### config.mk
export PLATFORM = sky130hd
export DESIGN_NAME = uart_tx_arbiter_flat
export DESIGN_NICKNAME = d
export VERILOG_FILES = /design/src/rtl/uart_tx_arb_if.sv /design/src/rtl/uart_tx_arbiter.sv /design/src/flat_wrapper.sv
export SDC_FILE = /design/constraint.sdc
export NUM_CORES = 1
export LEC_CHECK = 0
export CAP_MARGIN = 20
export CORE_MARGIN = 1.5
export CORE_UTILIZATION = 35
export CTS_CLUSTER_DIAMETER = 60
export CTS_CLUSTER_SIZE = 10
export DETAILED_ROUTE_END_ITERATION = 16
export GPL_TIMING_DRIVEN = 0
export PLACE_DENSITY = 0.73
export SYNTH_ARGS = -nofsm -noshare
export SYNTH_HDL_FRONTEND = slang
export SYNTH_SLANG_ARGS = --single-unit
### constraint.sdc
create_clock -name clk -period 2.5 [get_ports clk]
set_input_delay 0.625 -clock clk [delete_from_list [all_inputs] [get_ports clk]]
set_output_delay 0.625 -clock clk [all_outputs]
set_load 0.01 [all_outputs]
### src/rtl/uart_tx_arb_if.sv
// Bundle between byte-stream requesters, the transmit arbiter and uart_driver.
// The master side drives requests and tx_ready; the slave side is the arbiter.
interface uart_tx_arb_if #(
  parameter int NUM_REQ   = 4,
  parameter int DATA_BITS = 8
);
  logic [NUM_REQ-1:0]           req_valid;
  logic [NUM_REQ*DATA_BITS-1:0] req_data;
  logic [NUM_REQ-1:0]           req_last;
  logic [NUM_REQ-1:0]           req_ready;
  logic [DATA_BITS-1:0]         tx_data;
  logic                         tx_valid;
  logic                         tx_ready;
  logic [NUM_REQ-1:0]           grant;
  logic                         busy;
  logic [15:0]                  timeout_count;

  modport master (
    output req_valid, req_data, req_last, tx_ready,
    input  req_ready, tx_data, tx_valid, grant, busy, timeout_count
  );

  modport slave (
    input  req_valid, req_data, req_last, tx_ready,
    output req_ready, tx_data, tx_valid, grant, busy, timeout_count
  );
endinterface

### src/rtl/uart_tx_arbiter.sv
// Message-atomic round-robin arbiter sharing one UART transmit channel among NUM_REQ requesters.
// Define UART_TX_ARB_PRIORITY_EN to make requester 0 strict high priority at arbitration time.
module uart_tx_arbiter #(
  parameter int NUM_REQ     = 4,
  parameter int DATA_BITS   = 8,
  parameter int GAP_TIMEOUT = 65535
) (
  input  logic          clk,
  input  logic          rst,
  uart_tx_arb_if.slave  bus
);

  localparam int IW = $clog2(NUM_REQ);
  localparam int GW = $clog2(GAP_TIMEOUT + 1);
  localparam logic [GW-1:0]      GAP_LAST  = GW'(GAP_TIMEOUT - 1);
  localparam logic [IW-1:0]      LAST_INIT = IW'(NUM_REQ - 1);
  localparam logic [NUM_REQ-1:0] GRANT_LSB = NUM_REQ'(1);

  typedef enum logic {S_IDLE, S_GRANT} state_t;

  state_t             state_q;
  logic [IW-1:0]      gnt_q;
  logic [IW-1:0]      last_q;
  logic [GW-1:0]      gap_q;
  logic [15:0]        tocnt_q;
  logic [NUM_REQ-1:0] grant_q;
  logic               busy_q;

  logic [IW-1:0]      arb_pick_d;
  logic               owner_valid;
  logic               done_xfer;
  logic               timeout_hit;

  // First asserted requester searching cyclically from last+1, wrapping at NUM_REQ-1.
  function automatic logic [IW-1:0] rr_pick(input logic [NUM_REQ-1:0] v,
                                            input logic [IW-1:0]      last);
    logic [IW-1:0] pick;
    int            idx;
    pick = last;
    for (int k = NUM_REQ; k >= 1; k--) begin
      idx = (int'(last) + k) % NUM_REQ;
      if (v[IW'(idx)]) pick = IW'(idx);
    end
    return pick;
  endfunction

  // NOTE: every combinational output gets a default first so no path leaves it unassigned (no latch).
  always_comb begin
    arb_pick_d = rr_pick(bus.req_valid, last_q);
`ifdef UART_TX_ARB_PRIORITY_EN
    if (bus.req_valid[0]) arb_pick_d = '0;
`endif
  end

  assign owner_valid = bus.req_valid[gnt_q];
  assign done_xfer   = (state_q == S_GRANT) && owner_valid && bus.tx_ready && bus.req_last[gnt_q];
  assign timeout_hit = (state_q == S_GRANT) && !owner_valid && (gap_q == GAP_LAST);

  // Datapath is a pure mux on the registered owner, so reset silences it at once.
  always_comb begin
    bus.tx_data   = '0;
    bus.tx_valid  = 1'b0;
    bus.req_ready = '0;
    if (state_q == S_GRANT) begin
      for (int i = 0; i < NUM_REQ; i++) begin
        if (gnt_q == IW'(i)) bus.tx_data = bus.req_data[i*DATA_BITS +: DATA_BITS];
      end
      bus.tx_valid         = owner_valid;
      bus.req_ready[gnt_q] = bus.tx_ready;
    end
  end

  // NOTE: sequential state uses non-blocking assignments only, so every register samples pre-edge values.
  always_ff @(posedge clk or negedge rst) begin
    if (!rst) begin
      state_q <= S_IDLE;
      gnt_q   <= '0;
      last_q  <= LAST_INIT;
      gap_q   <= '0;
      tocnt_q <= '0;
      grant_q <= '0;
      busy_q  <= 1'b0;
    end else begin
      case (state_q)
        S_IDLE: begin
          gap_q <= '0;
          if (|bus.req_valid) begin
            state_q <= S_GRANT;
            gnt_q   <= arb_pick_d;
            grant_q <= GRANT_LSB << arb_pick_d;
            busy_q  <= 1'b1;
          end
        end
        S_GRANT: begin
          if (done_xfer || timeout_hit) begin
            state_q <= S_IDLE;
            grant_q <= '0;
            busy_q  <= 1'b0;
            gap_q   <= '0;
`ifdef UART_TX_ARB_PRIORITY_EN
            if (gnt_q != '0) last_q <= gnt_q;
`else
            last_q <= gnt_q;
`endif
            if (timeout_hit && tocnt_q != 16'hFFFF) tocnt_q <= tocnt_q + 16'd1;
          end else if (owner_valid) begin
            // A tx_ready stall with data pending is not a gap.
            gap_q <= '0;
          end else begin
            gap_q <= gap_q + GW'(1);
          end
        end
        default: state_q <= S_IDLE;
      endcase
    end
  end

  assign bus.grant         = grant_q;
  assign bus.busy          = busy_q;
  assign bus.timeout_count = tocnt_q;

endmodule

### src/flat_wrapper.sv
// flat-port wrapper written by rule: the top's interface ports become plain ports
module uart_tx_arbiter_flat 
#(
  parameter int NUM_REQ     = 4,
  parameter int DATA_BITS   = 8,
  parameter int GAP_TIMEOUT = 65535
)
  (clk, rst, bus_req_valid, bus_req_data, bus_req_last, bus_tx_ready, bus_req_ready, bus_tx_data, bus_tx_valid, bus_grant, bus_busy, bus_timeout_count);
  uart_tx_arb_if #(.NUM_REQ(NUM_REQ), .DATA_BITS(DATA_BITS)) bus_i ();
  input  logic clk;
  input  logic rst;
  input wire logic [$bits(bus_i.req_valid)-1:0] bus_req_valid;
  input wire logic [$bits(bus_i.req_data)-1:0] bus_req_data;
  input wire logic [$bits(bus_i.req_last)-1:0] bus_req_last;
  input wire logic [$bits(bus_i.tx_ready)-1:0] bus_tx_ready;
  output wire logic [$bits(bus_i.req_ready)-1:0] bus_req_ready;
  output wire logic [$bits(bus_i.tx_data)-1:0] bus_tx_data;
  output wire logic [$bits(bus_i.tx_valid)-1:0] bus_tx_valid;
  output wire logic [$bits(bus_i.grant)-1:0] bus_grant;
  output wire logic [$bits(bus_i.busy)-1:0] bus_busy;
  output wire logic [$bits(bus_i.timeout_count)-1:0] bus_timeout_count;
  assign bus_i.req_valid = bus_req_valid;
  assign bus_i.req_data = bus_req_data;
  assign bus_i.req_last = bus_req_last;
  assign bus_i.tx_ready = bus_tx_ready;
  assign bus_req_ready = bus_i.req_ready;
  assign bus_tx_data = bus_i.tx_data;
  assign bus_tx_valid = bus_i.tx_valid;
  assign bus_grant = bus_i.grant;
  assign bus_busy = bus_i.busy;
  assign bus_timeout_count = bus_i.timeout_count;
  uart_tx_arbiter #(.NUM_REQ(NUM_REQ), .DATA_BITS(DATA_BITS), .GAP_TIMEOUT(GAP_TIMEOUT)) u_core (.clk(clk), .rst(rst), .bus(bus_i));
endmodule
After elaboration in Yosys (flattened, before gate mapping)
Index checks and enable logic that the tools add are counted.
W data, S select, Z words.
{ "totals": {"ff_bits": 42, "inputBits": 43, "out_inout_bits": 34, "elab_cells": 85} }
{ "classes": {"n_addsub": 6, "n_lt_le_gt_ge": 6, "eq_ne": 7, "n_shift": 1, "muxes": 41, "n_bitwise": 2, "reduce_logical": 15} }
{ "op_table": {"columns": ["cell", "count"], "rows": [
  ["$mux W8", 5],
  ["$add A16 B1 Y16 const B", 2],
  ["$mux W16", 2],
  ["$pmux W16 S2", 1],
  ["$eq A16 B16 Y1 const B", 1],
  ["$lt A2 B4 Y1 const B", 4],
  ["$mux W1", 16],
  ["$ne A16 B16 Y1 const B", 1],
  ["$bmux W1 S2", 6],
  ["$mux W4", 3],
  ["$mux W2", 4],
  ["$pmux W4 S2", 1],
  ["$logic_and A1 B1 Y1", 7],
  ["$reduce_and A2 Y1", 3],
  ["$add A2 B1 Y2 const B", 2],
  ["$add A2 B2 Y2 const B", 2],
  ["$and A4 B4 Y4", 1],
  ["$eq A2 B2 Y1 const B", 2],
  ["$pmux W1 S2", 2],
  ["$reduce_or A4 Y1", 1],
  ["$shl A1 B2 Y4 const A", 1],
  ["$lt A2 B3 Y1 const B", 1],
  ["$reduce_and A3 Y1", 1],
  ["$demux W1 S2", 1],
  ["8 further kinds", 8]
]} }

Longest topological paths before layout
{ "logic_depth": {"ltp_word": 11, "depth_mapped": 8, "ltp_nobuf": 7} }

Least setup slack after synthesis
OpenSTA, ideal clock, no wires.
{ "synth_path": {"path_type": "reg-to-output", "from": "register u_core.gnt_q[0]", "to": "output port bus_tx_data[3]", "arrival_time_ns": 1.748, "required_ns": 1.875, "slack_ns": 0.127, "stages_incl_launch_ff": 5, "n_path_buf": 2, "path_cell_list": "dfrtp_1 > clkbuf_1 > clkbuf_1 > mux4_2 > and2_1"} }
{ "synth_between": {"elab_chain_cells": 6} }
{ "synth_lines": {"columns": ["item", "line", "rtl"], "rows": [
  ["start: declaration", "uart_tx_arbiter.sv:22", "logic [IW-1:0] gnt_q;"],
  ["start signal: assignment", "uart_tx_arbiter.sv:89", "gnt_q <= arb_pick_d;"],
  ["$logic_not A2 Y1", "uart_tx_arbiter.sv:66", "if (gnt_q == IW'(i)) bus.tx_data = bus.req_data[i*DATA_BITS +: DATA_BITS];"],
  ["$mux W8 (3 in series)", "uart_tx_arbiter.sv:66", null],
  ["$mux W8 *", "uart_tx_arbiter.sv:66", null],
  ["$mux W8 *", "uart_tx_arbiter.sv:64", "if (state_q == S_GRANT) begin"],
  ["end: declaration", "flat_wrapper.sv:17", "output wire logic [$bits(bus_i.tx_data)-1:0] bus_tx_data;"]
]} }
Every way passes the cells marked *; elsewhere a longest branch is shown, timed or not.

Worst setup path after layout
{ "layout_path": {"from": "input port bus_req_valid[0]", "to": "output port bus_tx_valid"} }
{ "layout_between": {"elab_chain_cells": 3} }
{ "layout_lines": {"columns": ["item", "line", "rtl"], "rows": [
  ["start: declaration", "flat_wrapper.sv:12", "input wire logic [$bits(bus_i.req_valid)-1:0] bus_req_valid;"],
  ["$bmux W1 S2", "uart_tx_arbiter.sv:55", "assign owner_valid = bus.req_valid[gnt_q];"],
  ["$mux W1 (implied by the code)", "uart_tx_arbiter.sv:55", null],
  ["$mux W1", "uart_tx_arbiter.sv:64", null],
  ["end: declaration", "flat_wrapper.sv:18", "output wire logic [$bits(bus_i.tx_valid)-1:0] bus_tx_valid;"]
]} }
Every way passes these cells. The select of a mux whose other input is x is not followed.

==> flow_summary.yaml <==
run_status:
  status: "finished clean"
cells_and_area:
  antenna_cells: 0
  fillCellCount: 617
  area_delta_synth_final_pct: 39.78
  multi_input_area_mm2: 0.001295
  seqCellArea_mm2: 0.001055
  stdcell_count: 407
  finalNetCount: 372
  drive_above_1_share: 0.1468
worst_setup_path:
  crit_type: "primary input to output port"
  cp.required_ps: 1880
  critPathLaunch: "bus_req_valid[0]"
  cp-end-kind: "output port"
  max_stage_delay_ps: 500
  critPathSlowestCell: "mux4_2"
  r2r_start: "u_core.gnt_q[1]"
  critPathArrivalTime_ps: 1820
  crit_path_start_kind: "primary input"
  crit_chain: "clkdlybuf4s15_1 > mux4_2 > and2_1 > dlygate4sd2_1"
  path_max_fanout: 4
clock_network:
  cts-htree-levels: 2
  clock_latency_ps: 300
  cts.sinks: 42
  cts_root_buf: "clkbuf_8"
  cts_made_buffers: 5
  clk_pin_slew_ps: 80
  cts_tree: "yes"
  clockBufferDepth: 2
global_routing:
  grt_overflow_total: 0
  antenna_found_initial: 0
  grt_max_degree: 25
  track_usage: 0.1570
  grt_pass1_wl_um: 9259
  first_global_vias: 1973
min_path:
  hold_path_class: "primary input to asynchronous set/reset pin"
synth:
  synth_ff_type: "dfrtp_1"
  synth-edff-count: 0
  yosysSeqAreaShare: 0.4356
  async_reset_ff_frac: 1.000
  synth_area_per_cell_um2: 10.04
  ys_ff_latch: 42
  synth_warnings: 0
  syn_nets: 287
  ys_types: 38
  synth_area_mm2: 0.002419
  netlist_instances: 241
floorplanning:
  start_util: 0.3600
  die_h_um: 86.13
  coreArea_mm2: 0.006719
  die-area_mm2: 0.007418
  fp.dieW_um: 86.13
  rows: 30
  io_pins: 77
power:
  peakVddDrop_v: 0.0002735
  power_density_mw_per_mm2: 740.6
  cellLeakagePower_nw: 1.413
  total_power_mw: 2.504
placement:
  placed_cells: 398
  io_buffer_count: 76
  dpl.hpwl_um: 4305
  gp_congestion: 0.7984
drt:
  drt-total-wl_um: 5717
  initialDrtViolationCount: 86
  via_per_inst: 5.150
  wl_per_cell_um: 14.05
  ant_nets: 0
  drc_errors: 0
  dr.pass1.iters: 4
  vias: 2096
timing:
  hold_slack_ps: 279.8
  slew_viol_final: 0
  hold_viol: 0
  worst_pin_slew_ps: 540.9
  fin_crit_sh: 0.9768
  setup_violations: 0
  slew_headroom: 0.6394
  skew_ps: 8.699
  rsz0062_at_grt: "no"
  fmax_ghz: 0.4095
  final.min_clock_period_ps: 2442
run:
  maxCapViolCount: 0
-- path summary, 6_finish.rpt --
| kind | end | slack [ps] | depth (start not counted) |
|---|---|---|---|
| hold reg to reg | u_core.gap_q[0] | 510 | 1 |
| min in group clk | u_core.gap_q[0] | 510 | 1 |
| setup / recovery | bus_tx_valid | 60 | 4 |
| max in group asynchronous | u_core.last_q[0] | 1670 | 2 |
| setup reg to reg | u_core.bus.timeout_count[1] | 240 | 8 |
| hold / removal | u_core.bus.timeout_count[5] | 280 | 1 |
-- worst max-delay path: cells and delay by family --
family,cells,cell delay (ps)
mux,1,500
simple gates,1,170
buf+inv,2,530
-- sequential cells by signal, summed over array words and instances (netlist names) --
name	count
u_core.state_q	1
u_core.bus.busy	1
u_core.gap_q	16
u_core.last_q	2
u_core.gnt_q	2
u_core.bus.timeout_count	16
u_core.bus.grant	4
-- layout make-up --
class | instances | area share
clock buffers | 7 | 0.02554
well taps | 80 | 0.02961
plain buffers | 10 | 0.01739
multi-input cells | 184 | 0.3830
clock inverters | 1 | 0.008882
repair buffers | 79 | 0.2191
flip-flops and latches | 42 | 0.3120
inverters | 4 | 0.004441
-- report_power, final --
part	internal (mW)	switching, mW
registers	0.779	0.0679
logic	0.575	0.523
clock network	0.326	0.233
-- per-layer routing --
| layer | GRT usage | share of wire |
|---|---|---|
| met1 | 0.1949 | 0.44 |
| met4 | 0.03959 | 0.010 |
| met2 | 0.2670 | 0.45 |
| met5 | 0 | 0 |
| met3 | 0.04812 | 0.091 |
-- cells in the final DEF, fill, tap and decap left out, drive strengths merged, types with 2 or more instances in the layout --
| master | n |
|---|---|
| nand2b | 4 |
| a21oi | 7 |
| nor4b | 2 |
| o21ai | 6 |
| nor3 | 14 |
| buf | 12 |
| nand3 | 14 |
| a31oi | 2 |
| nand2 | 23 |
| dfstp | 2 |
| nand4 | 10 |
| inv | 4 |
| dlygate4sd2 | 6 |
| nor2 | 28 |
| clkbuf | 19 |
| nand3b | 4 |
| clkdlybuf4s15 | 2 |
| xnor2 | 11 |
| and3 | 2 |
| and4 | 2 |
| mux2 | 4 |
| mux4 | 10 |
| nor3b | 3 |
| dfrtp | 40 |
| clkdlybuf4s50 | 57 |
| xor2 | 13 |
| or3 | 2 |
| or2 | 2 |
| and2 | 12 |
| ha | 3 |
-- cell families (layout without fill, tap and decap cells) --
kind of cell,after synthesis,in the layout,share of synthesized area
and+or+nand+nor,125,125,0.2768
xor gates and xnor gates,24,24,0.08691
buffers and inverters,15,101,0.03000
muxes,15,15,0.1159
adders and majority gates,3,3,0.01552
AOI/OAI and AO/OA,17,17,0.03932
DFF,42,42,0.4356
-- Yosys cell counts (2+ instances only) --
library cell,instances,area [µm²]
dfrtp_1,40,1001
nor2_1,28,105.1
nand2_1,23,86.33
nand3_1,14,70.07
nor3_1,14,70.07
xor2_1,13,113.9
and2_1,12,75.07
xnor2_1,11,96.34
mux4_2,10,225.2
nand4_1,10,62.56
clkbuf_1,8,30.03
a21oi_1,7,35.03
o21ai_0,6,30.03
inv_1,4,15.01
nand3b_1,4,30.03
ha_1,3,37.54
mux2_2,3,33.78
nand2b_1,3,18.77
nor3b_1,3,22.52
a31oi_1,2,12.51
and3_1,2,12.51
and4_1,2,17.52
buf_6,2,22.52
dfstp_2,2,52.55
or3_1,2,12.51
-- through the flow --
stage / utilization / setup TNS [ps] / cell area, µm² / setup WS (ps)
5_1_grt: 0.5032 / 0 / 3381 / 18.95
2_1_floorplan: - / 0 / 2419 / 127.4
3_5_place_dp: 0.4914 / -10100 / 3302 / -585.8
6_report: 0.5032 / 0 / 3381 / 57.94
3_3_place_gp: 0.4881 / -19800 / 3279 / -555.1
4_1_cts: 0.5076 / 0 / 3411 / 1.720
-- timing repair --
item / 4_1_cts / 5_1_grt
hold buffers: 0 / 0
setup buffers: 2 / 0
setup endpoints to repair: 15 / 7
gates resized for setup: 38 / 12
Note: power is estimated with default switching activity, not from simulation.
